### src/rtl/pc_unit.sv
// Program counter with jump redirect, post-redirect flush window and halt.
// Three-state controller: RUN, FLUSH, HALT.
module pc_unit #(
    parameter logic [15:0] RESET_PC     = 16'h0000,
    parameter int          PC_INC       = 1,
    parameter int          FLUSH_CYCLES = 2
) (
    input  logic        clk,
    input  logic        reset,
    input  logic        stall,
    input  logic        halt,
    input  logic        is_jmp_op,
    input  logic        taken,
    input  logic [15:0] jmp_target,
    output logic [15:0] pc,
    output logic        flush,
    output logic        halted,
    output logic [15:0] branch_count
);

    typedef enum logic [1:0] {
        RUN   = 2'd0,
        FLUSH = 2'd1,
        HALT  = 2'd2
    } state_t;

    localparam logic [15:0] INC       = 16'(PC_INC);
    localparam logic [3:0]  CNT_START = 4'(FLUSH_CYCLES - 1);

    state_t      state;
    logic [3:0]  cnt;
    logic        redirect;
    logic [15:0] pc_next;

    assign redirect = is_jmp_op & taken;
    // Modulo-2^16 increment: the carry out is dropped on purpose.
    assign pc_next  = pc + INC;

    always_ff @(posedge clk or posedge reset) begin
        if (reset) begin
            state        <= RUN;
            cnt          <= 4'd0;
            pc           <= RESET_PC;
            flush        <= 1'b0;
            halted       <= 1'b0;
            branch_count <= 16'h0000;
        end else begin
            unique case (state)
                RUN: begin
                    // A same-cycle halt belongs to a squashed younger op.
                    if (redirect) begin
                        state <= FLUSH;
                        cnt   <= CNT_START;
                        pc    <= jmp_target;
                        flush <= 1'b1;
                        if (branch_count != 16'hFFFF)
                            branch_count <= branch_count + 16'd1;
                    end else if (halt) begin
                        state  <= HALT;
                        halted <= 1'b1;
                    end else if (!stall) begin
                        pc <= pc_next;
                    end
                end
                FLUSH: begin
                    if (!stall) begin
                        pc <= pc_next;
                        if (cnt == 4'd0) begin
                            state <= RUN;
                            flush <= 1'b0;
                        end else begin
                            cnt <= cnt - 4'd1;
                        end
                    end
                end
                HALT: begin
                    flush  <= 1'b0;
                    halted <= 1'b1;
                end
                default: begin
                    state  <= RUN;
                    flush  <= 1'b0;
                    halted <= 1'b0;
                end
            endcase
        end
    end

endmodule

### config.mk
export PLATFORM = sky130hd
export DESIGN_NAME = pc_unit
export DESIGN_NICKNAME = d
export VERILOG_FILES = /design/src/rtl/pc_unit.sv
export SDC_FILE = /design/constraint.sdc
export NUM_CORES = 1
export LEC_CHECK = 0
export CORE_ASPECT_RATIO = 0.7
export CORE_MARGIN = 1.5
export CORE_UTILIZATION = 47
export DETAILED_ROUTE_END_ITERATION = 10
export GPL_ROUTABILITY_DRIVEN = 0
export PLACE_DENSITY_LB_ADDON = 0.3
export SYNTH_ARGS = -nofsm -noshare
export SYNTH_HDL_FRONTEND = slang
export SYNTH_SLANG_ARGS = --single-unit
export TNS_END_PERCENT = 50
### constraint.sdc
create_clock -name clk -period 3.8 [get_ports clk]
set_clock_uncertainty 0.15 [all_clocks]
set_input_delay 1.14 -clock clk [delete_from_list [all_inputs] [get_ports clk]]
set_output_delay 1.14 -clock clk [all_outputs]
set_load 0.1 [all_outputs]
# Word-level counts from Yosys, hierarchy flattened
# Index checks and enable logic that the tools add are counted.
# Widths: inputs -> output; s select.
[word_totals] reg_bits=40 latch_bits=0 mem_bits_rw=0 romBits=0 inputBits=22 output_inout_bits=34 elab_cells=52 n_memories=0
[op_classes] addsub=3 multipliers=0 n_div=0 order_cmp=0 n_eq_ne=11 shift=0 mux=20 bitwise=3 reduce_logical=9
[op_table] operator="$mux 16" count=3
[op_table] operator="$add 16x1->16 const B" count=2
[op_table] operator="$pmux 16 s2" count=1
[op_table] operator="$ne 16x16->1 const B" count=1
[op_table] operator="$mux 4" count=3
[op_table] operator="$ne 2x2->1 const B" count=6
[op_table] operator="$reduce_and 3->1" count=3
[op_table] operator="$mux 2" count=4
[op_table] operator="$pmux 4 s2" count=1
[op_table] operator="$reduce_and 4->1" count=2
[op_table] operator="$ne 3x3->1 const B" count=2
[op_table] operator="$pmux 2 s3" count=1
[op_table] operator="$mux 1" count=5
[op_table] operator="$logic_not 4->1" count=1
[op_table] operator="$sub 4x1->4 const B" count=1
[op_table] operator="$pmux 1 s3" count=1
[op_table] operator="$eq 2x1->1 const B" count=1
[op_table] operator="$eq 2x2->1 const B" count=1
[op_table] operator="$logic_not 2->1" count=1
[op_table] operator="$not 1->1" count=2
[op_table] operator="$pmux 1 s2" count=1
[op_table] operator="$reduce_and 2->1" count=1
[op_table] operator="$reduce_bool 2->1" count=1
[op_table] operator="$and 1x1->1" count=1

# Longest topological paths before layout
# Gate-level depths: netlist of the first run.
[logic_depth] word_depth=5 mapped_depth=7 mapped_depth_nobuf=6

# Least setup slack after synthesis of the first run
# OpenSTA, ideal clock, no wires.
[synth_timing] kind="input -> register" startpoint="input port stall" endpoint="register pc[15]" setup_ns=0.073 arrival_time_ns=2.234 required_time_ns=3.577 slack_ns=1.343 path_stages=5 n_path_buf=1 path_cell_list="and4b_1 > clkbuf_1 > nand4_1 > or4_1 > nand3_1"
[synth_via] elab_chain_len=4
[synth_lines] element="start, declared" line="10" rtl="input logic stall,"
[synth_lines] element="$mux 16 (*)"
[synth_lines] element="$mux 16 (2 in a row)"
[synth_lines] element="$pmux 16 s2 (*)"
[synth_lines] element="end signal, assigned" line="54" rtl="pc <= jmp_target;"
[synth_lines] element="end signal, assigned" line="62" rtl="pc <= pc_next;"
[synth_lines] element="end signal, assigned" line="67" rtl="pc <= pc_next;"
[synth_lines] element="end, declared" line="15" rtl="output logic [15:0] pc,"
# Every way passes the cells marked *; elsewhere a longest branch is shown, timed or not. The select of a mux whose other input is x is not followed.
# A chain may end at the register's enable or synchronous reset.

# Worst setup path after layout of the first run
[layout_timing] startpoint="input port is_jmp_op" endpoint="register pc[12]"
[layout_via] elab_chain_len=3 word_cells_on_any_way=5 classes_between="eq/ne: 1; mux: 2; bitwise: 1; reduce/logical: 1"
[layout_lines] element="start, declared" line="12" rtl="input logic is_jmp_op,"
[layout_lines] element="$and 1x1->1 (*)" line="35" rtl="assign redirect = is_jmp_op & taken;"
[layout_lines] element="$mux 16 / $ne 3x3->1 (equally long branches)"
[layout_lines] element="$pmux 16 s2 / $reduce_and 2->1 (equally long branches)"
# Every way passes the cells marked *; elsewhere a longest branch is shown, timed or not.

==> impl_metrics.py, run 1 <==
metrics = {
    "pwr": {
        "finalPower_mw": 2.02,
        "vdd_ir_drop_max_mv": 0.787,
        "leakage_nw": 1.26,
        "power.density_nw_per_um2": 696,
    },
    "synth": {
        "async_flop_share": 1.00,
        "synth_seq_area_share": 0.445,
        "synth_top_area_share": 0.445,
        "synth-edff-count": 0,
        "yosysUniqueCellTypes": 47,
        "yosys_warnings": 0,
        "synth_nets": 263,
        "synth_seq_cells": 40,
        "synth.most_common_cell": "dfrtp_1",
        "synth_flop_cell": "dfrtp_1",
        "yosysTopAreaCell": "dfrtp_1",
        "syn_inst": 238,
        "synth_area_sq_um": 2250,
        "yosys-top-cells-area": "dfrtp_1 (45%), xor2_1 (4.7%), nand3_1 (4.0%)",
        "netlist_top_cells_count": "dfrtp_1 (40), nand3_1 (18), a21oi_1 (15), nand2_1 (13)",
        "synth.avg_cell_area_sq_um": 9.45,
    },
    "detailed_routing": {
        "wirelength_mm": 5.55,
        "wl_per_cell_microns": 15.9,
        "drtAntennaViolNets": 0,
        "drtPass1Iterations": 8,
        "routed_via_density": 5.97,
        "num_vias": 2084,
        "drcViolationCount": 3,
        "first_iter_violations": 214,
    },
    "layout": {
        "design_area_sq_um": 2900,
        "diodes": 0,
        "layout-drive-gt1-share": 0.190,
        "syn2layout_area_growth_pct": 28.8,
        "design.final.nets": 318,
        "utilization": 0.650,
    },
    "flow_run": {
        "max_cap_violations": 0,
    },
    "floorplanning": {
        "die_area_sq_um": 5210,
        "rows": 20,
        "initial_core_util": 0.505,
        "die_x_microns": 85.7,
        "die_h_microns": 60.9,
        "ios": 56,
        "coreArea_sq_um": 4450,
    },
    "worst_hold_path": {
        "min_path_cells": 1,
        "hp-start": "halted",
        "holdPathEnd": "halted",
        "holdCritPathClass": "reg -> reg",
    },
    "clocking": {
        "cts_made_buffers": 5,
        "postCtsHoldBufs": 0,
        "clk_latency_ns": 0.29,
        "cts_tree": "built",
        "htree_levels": 2,
        "cts-root-buf": "clkbuf_8",
        "clkTransAtPathRegs_ns": 0.08,
        "cts_resized": 0,
        "clk_path_buf_depth": 2,
        "cts_setup_buffers": 0,
        "cts_sinks": 40,
    },
    "sta": {
        "rsz0062_at_grt": "no",
        "hold_viol": 0,
        "slew_headroom": 0.591,
        "period_share": 0.733,
        "fin_ws_ns": 1.02,
        "period_needed_ns": 2.78,
        "finalSetupViolations": 0,
        "finalSetupTns_ns": 0,
        "fmax_ghz": 0.359,
        "slew_viol_final": 0,
        "tightest_slew_ns": 0.614,
    },
    "global_route": {
        "grt_max_degree": 41,
        "grt_pass1_vias": 1774,
        "gr-total-overflow": 0,
        "grt_pass1_wl_mm": 8.79,
        "track_usage": 0.222,
        "antenna_found_initial": 0,
    },
    "critical_path": {
        "crit_fanout": 19,
        "r2r_slack_ns": 1.63,
        "crit_path_start_kind": "primary input",
        "startpoint": "is_jmp_op",
        "critPathArrivalTime_ns": 2.87,
        "cp.required_ns": 3.88,
        "critPathSlowestCell": "or4_1",
        "rr_worst_depth": 4,
        "path_buf_inv": 1,
        "r2r-end": "pc[15]",
        "endpoint_kind": "flip-flop",
        "path_cells": "clkdlybuf4s50_1 -> nand2_1 -> a31o_1 -> or4_1 -> nand4_1",
        "r2r_start": "state[0]",
        "crit_path_max_incr_delay_ns": 0.57,
        "criticalPathCategory": "in -> reg",
        "path_delay_family": "simple AND/OR/NAND/NOR gates",
    },
    "placement": {
        "io_buffer_count": 55,
        "place_hpwl_mm": 3.97,
        "placed_area_sq_um": 2770,
        "dp_slack_ns": 0.715,
    },
    "status": {
        "violations": "design-rule violations",
        "run_status": "finished, violations left",
    },
}
worst max path at each step:
stage,cells after the start,end
after floorplan,5,pc[15]
after global placement,5,pc[12]
after detailed placement,5,pc[12]
after CTS,5,pc[12]
after global routing,5,pc[12]
final,5,pc[12]
layout make-up:
type	instances	area, sq um
Multi-Input combinational cell	177	1160
Timing Repair Buffer	61	510
Clock inverter	1	30.0
Clock buffer	7	96.3
Fill cell	374	1560
Tap cell	55	68.8
Inverter	8	30.0
Sequential cell	40	1000
state kept, by name, indices dropped and copies added (netlist names):
name / cells
branch_count: 16
pc: 16
cnt: 4
state: 2
flush: 1
halted: 1
logic make-up after synthesis:
| group | synth area share |
|---|---|
| buffers and inverters | 0.0390 |
| AO/OA/AOI/OAI | 0.163 |
| AND/OR/NAND/NOR | 0.270 |
| multiplexers | 0.0195 |
| adder cells (fa/ha/maj) | 0.0167 |
| flip-flops | 0.445 |
| XOR/XNOR | 0.0467 |
routing by layer:
layer  up-vias  share of wire  GRT usage
li1       1024              -          -
met2        70           0.42      0.304
met3         4          0.068     0.0490
met1       986           0.51      0.353
met4         0         0.0052     0.0507
met5         -              0          0
power breakdown:
group | switching, mW | leakage (nW) | total [mW] | internal, mW
sequential | 0.121 | 0.482 | 0.637 | 0.516
combinational | 0.758 | 0.715 | 0.999 | 0.241
clock | 0.149 | 0.0645 | 0.380 | 0.232
total | 1.03 | 1.26 | 2.02 | 0.988
worst reg2reg max path, cell delays in order, from the launching register on:
cell and delay [ns]:
dfrtp_1 0.52, nor2b_1 0.53, nor2_1 0.28, or4_1 0.55, nand3_1 0.08
layout by cell type, fill, tap and decap left out, types with 2 or more instances in the layout:
cell	netlist	layout
o22ai_1	9	9
nand3_1	18	18
nand2_1	13	13
xor2_1	12	12
a31oi_1	3	3
and4_1	6	6
nand2b_1	3	3
inv_1	8	8
nor3_1	7	7
or4_1	5	5
dfrtp_1	40	40
ha_1	3	3
buf_4	1	40
clkdlybuf4s50_1	0	21
clkbuf_8	0	7
nor4b_1	6	6
and2_1	4	4
and3_1	2	2
nand4_1	11	11
nor3b_1	2	2
a21oi_1	15	15
a2bb2oi_1	10	10
o21ai_0	11	11
or3_1	2	2
mux2_2	3	3
nor2_1	12	12
metrics by stage:
step	hold slack (ns)	instances
2_1_floorplan	0.348	238
3_3_place_gp	0.320	341
3_5_place_dp	0.349	341
4_1_cts	0.367	349
5_1_grt	0.386	349
6_report	0.361	349
Note: power is estimated with default switching activity, not from simulation.
==> run 2: changes to the inputs <==
--- a/config.mk
+++ b/config.mk
@@ -7,7 +7,7 @@
 export LEC_CHECK = 0
 export CORE_ASPECT_RATIO = 0.7
 export CORE_MARGIN = 1.5
-export CORE_UTILIZATION = 47
+export CORE_UTILIZATION = 44
 export DETAILED_ROUTE_END_ITERATION = 10
 export GPL_ROUTABILITY_DRIVEN = 0
 export PLACE_DENSITY_LB_ADDON = 0.3
==> constraint.sdc (replaced) <==
create_clock -name clk -period 2.5 [get_ports clk]
set_clock_uncertainty 0.15 [all_clocks]
set_input_delay 0.75 -clock clk [delete_from_list [all_inputs] [get_ports clk]]
set_output_delay 0.75 -clock clk [all_outputs]
set_load 0.1 [all_outputs]
==> impl_metrics.py, run 2 (synthesis results as in run 1) <==
metrics = {
    "layout": {
        "design_area_sq_um": 3210,
        "top_regs": "branch_count x16, pc x16, cnt x4",
        "fillerInstances": 401,
        "design.final.nets": 339,
        "layout-drive-gt1-share": 0.244,
        "final_cell_mix": "buf_4 (49), dfrtp_1 (40), clkdlybuf4s50_1 (21)",
        "utilization": 0.660,
        "diodes": 0,
        "final_common_cell": "buf_4",
        "syn2layout_area_growth_pct": 42.8,
    },
    "global_route": {
        "gr-total-overflow": 0,
        "track_usage": 0.230,
        "grt_pass1_vias": 2024,
        "grt_max_degree": 41,
        "grt_pass1_wl_mm": 9.96,
        "antenna_found_initial": 0,
    },
    "pwr": {
        "seqPwrFrac": 0.310,
        "p_clk_frac": 0.174,
        "swShare": 0.506,
        "vdd_ir_drop_max_mv": 1.02,
        "combPwrFrac": 0.516,
        "intPower_mw": 1.59,
        "power.density_nw_per_um2": 1000,
        "power_switching_mw": 1.63,
        "leakage_nw": 1.41,
    },
    "clocking": {
        "cts_setup_buffers": 0,
        "cts_tree": "built",
        "clkTransAtPathRegs_ns": 0.09,
        "cts_sinks": 40,
        "htree_levels": 2,
        "postCtsHoldBufs": 0,
        "cts_resized": 0,
        "clk_path_buf_depth": 2,
        "cts-root-buf": "clkbuf_8",
        "clk_latency_ns": 0.30,
        "cts_made_buffers": 5,
    },
    "critical_path": {
        "crit_fanout": 5,
        "crit_path_start_kind": "primary input",
        "critPathArrivalTime_ns": 2.32,
        "cp.required_ns": 2.52,
        "criticalPathCategory": "in -> reg",
        "endpoint_kind": "flip-flop",
    },
    "sta": {
        "period_share": 0.919,
        "tightest_slew_ns": 0.498,
        "period_needed_ns": 2.30,
        "finalSetupViolations": 0,
        "hold_viol": 0,
        "finalSetupTns_ns": 0,
        "fmax_ghz": 0.435,
        "rsz0062_at_grt": "no",
        "slew_headroom": 0.665,
        "slew_viol_final": 0,
    },
    "detailed_routing": {
        "drtAntennaViolNets": 0,
        "routed_via_density": 5.70,
        "drtPass1Iterations": 4,
        "wl_per_cell_microns": 15.5,
        "num_vias": 2189,
        "first_iter_violations": 107,
        "drcViolationCount": 0,
        "wirelength_mm": 5.97,
    },
    "floorplanning": {
        "die_x_microns": 88.4,
        "die_h_microns": 62.8,
        "initial_core_util": 0.463,
        "rows": 21,
        "coreArea_sq_um": 4860,
        "ios": 56,
        "die_area_sq_um": 5550,
    },
    "placement": {
        "placed_area_sq_um": 3100,
        "place_hpwl_mm": 4.37,
        "io_buffer_count": 55,
    },
    "status": {
        "run_status": "completed",
    },
    "worst_hold_path": {
        "holdCritPathClass": "reg -> reg",
    },
    "flow_run": {
        "max_cap_violations": 0,
    },
}
[run 2: cell types whose count changed in the layout (fill, tap and decap cells not counted), sizes merged]
cell	before	now
buf	40	61
clkbuf	7	5
clkinvlp	0	1
inv	8	9
[run 2: path summary, 6_finish.rpt]
path	from	depth (start not counted)	slack (ns)	end
max in group asynchronous	reset	3	1.12	pc[3]
setup / recovery	taken	6	0.20	branch_count[7]
hold / removal	halted	1	0.35	halted
setup reg to reg	cnt[0]	6	0.46	cnt[1]
min in group asynchronous	reset	3	0.72	branch_count[6]
hold reg to reg	halted	1	0.35	halted
[run 2: critical path, stage by stage]
cell and delay (ns):
clkdlybuf4s50_1 0.48, buf_4 0.13, and4bb_2 0.29, nand2_1 0.09
nor4b_1 0.44, xor2_1 0.12
[run 2: area by class of cell]
cell class              instances  area, sq um  area share
multi-input cells             177         1160       0.361
clock buffers                   5         68.8      0.0214
well taps                      69         86.3      0.0269
flip-flops and latches         40         1000       0.312
repair buffers                 82          818       0.255
clock inverters                 3         46.3      0.0144
inverters                       8         30.0     0.00935
[run 2: stage by stage]
stage	setup WS (ns)	hold slack [ns]	total power, mW	cells
detailed placement	-0.0784	0.342	2.66	376
floorplan	0.0646	0.348	2.13	238
finish	0.204	0.355	3.21	384
global route	0.128	0.399	3.35	384
global placement	-0.0615	0.329	2.64	376
CTS	0.237	0.366	3.22	384
[run 2: routing by layer]
metal  GRT usage  share of wire  wire, microns
met1       0.368           0.50           2990
met2       0.306           0.44           2610
met3      0.0515          0.053            316
met4      0.0566         0.0089             53
met5           0              0              0
[run 2: power by group through the flow]
stage                     clock (mW)  combinational [mW]  sequential, mW
final                          0.559                1.66           0.995
after detailed placement           0                1.66            1.00
after CTS                      0.566                1.67           0.993
after global routing           0.599                1.73            1.02
after floorplan                    0               0.321            1.81
after global placement             0                1.64           0.996
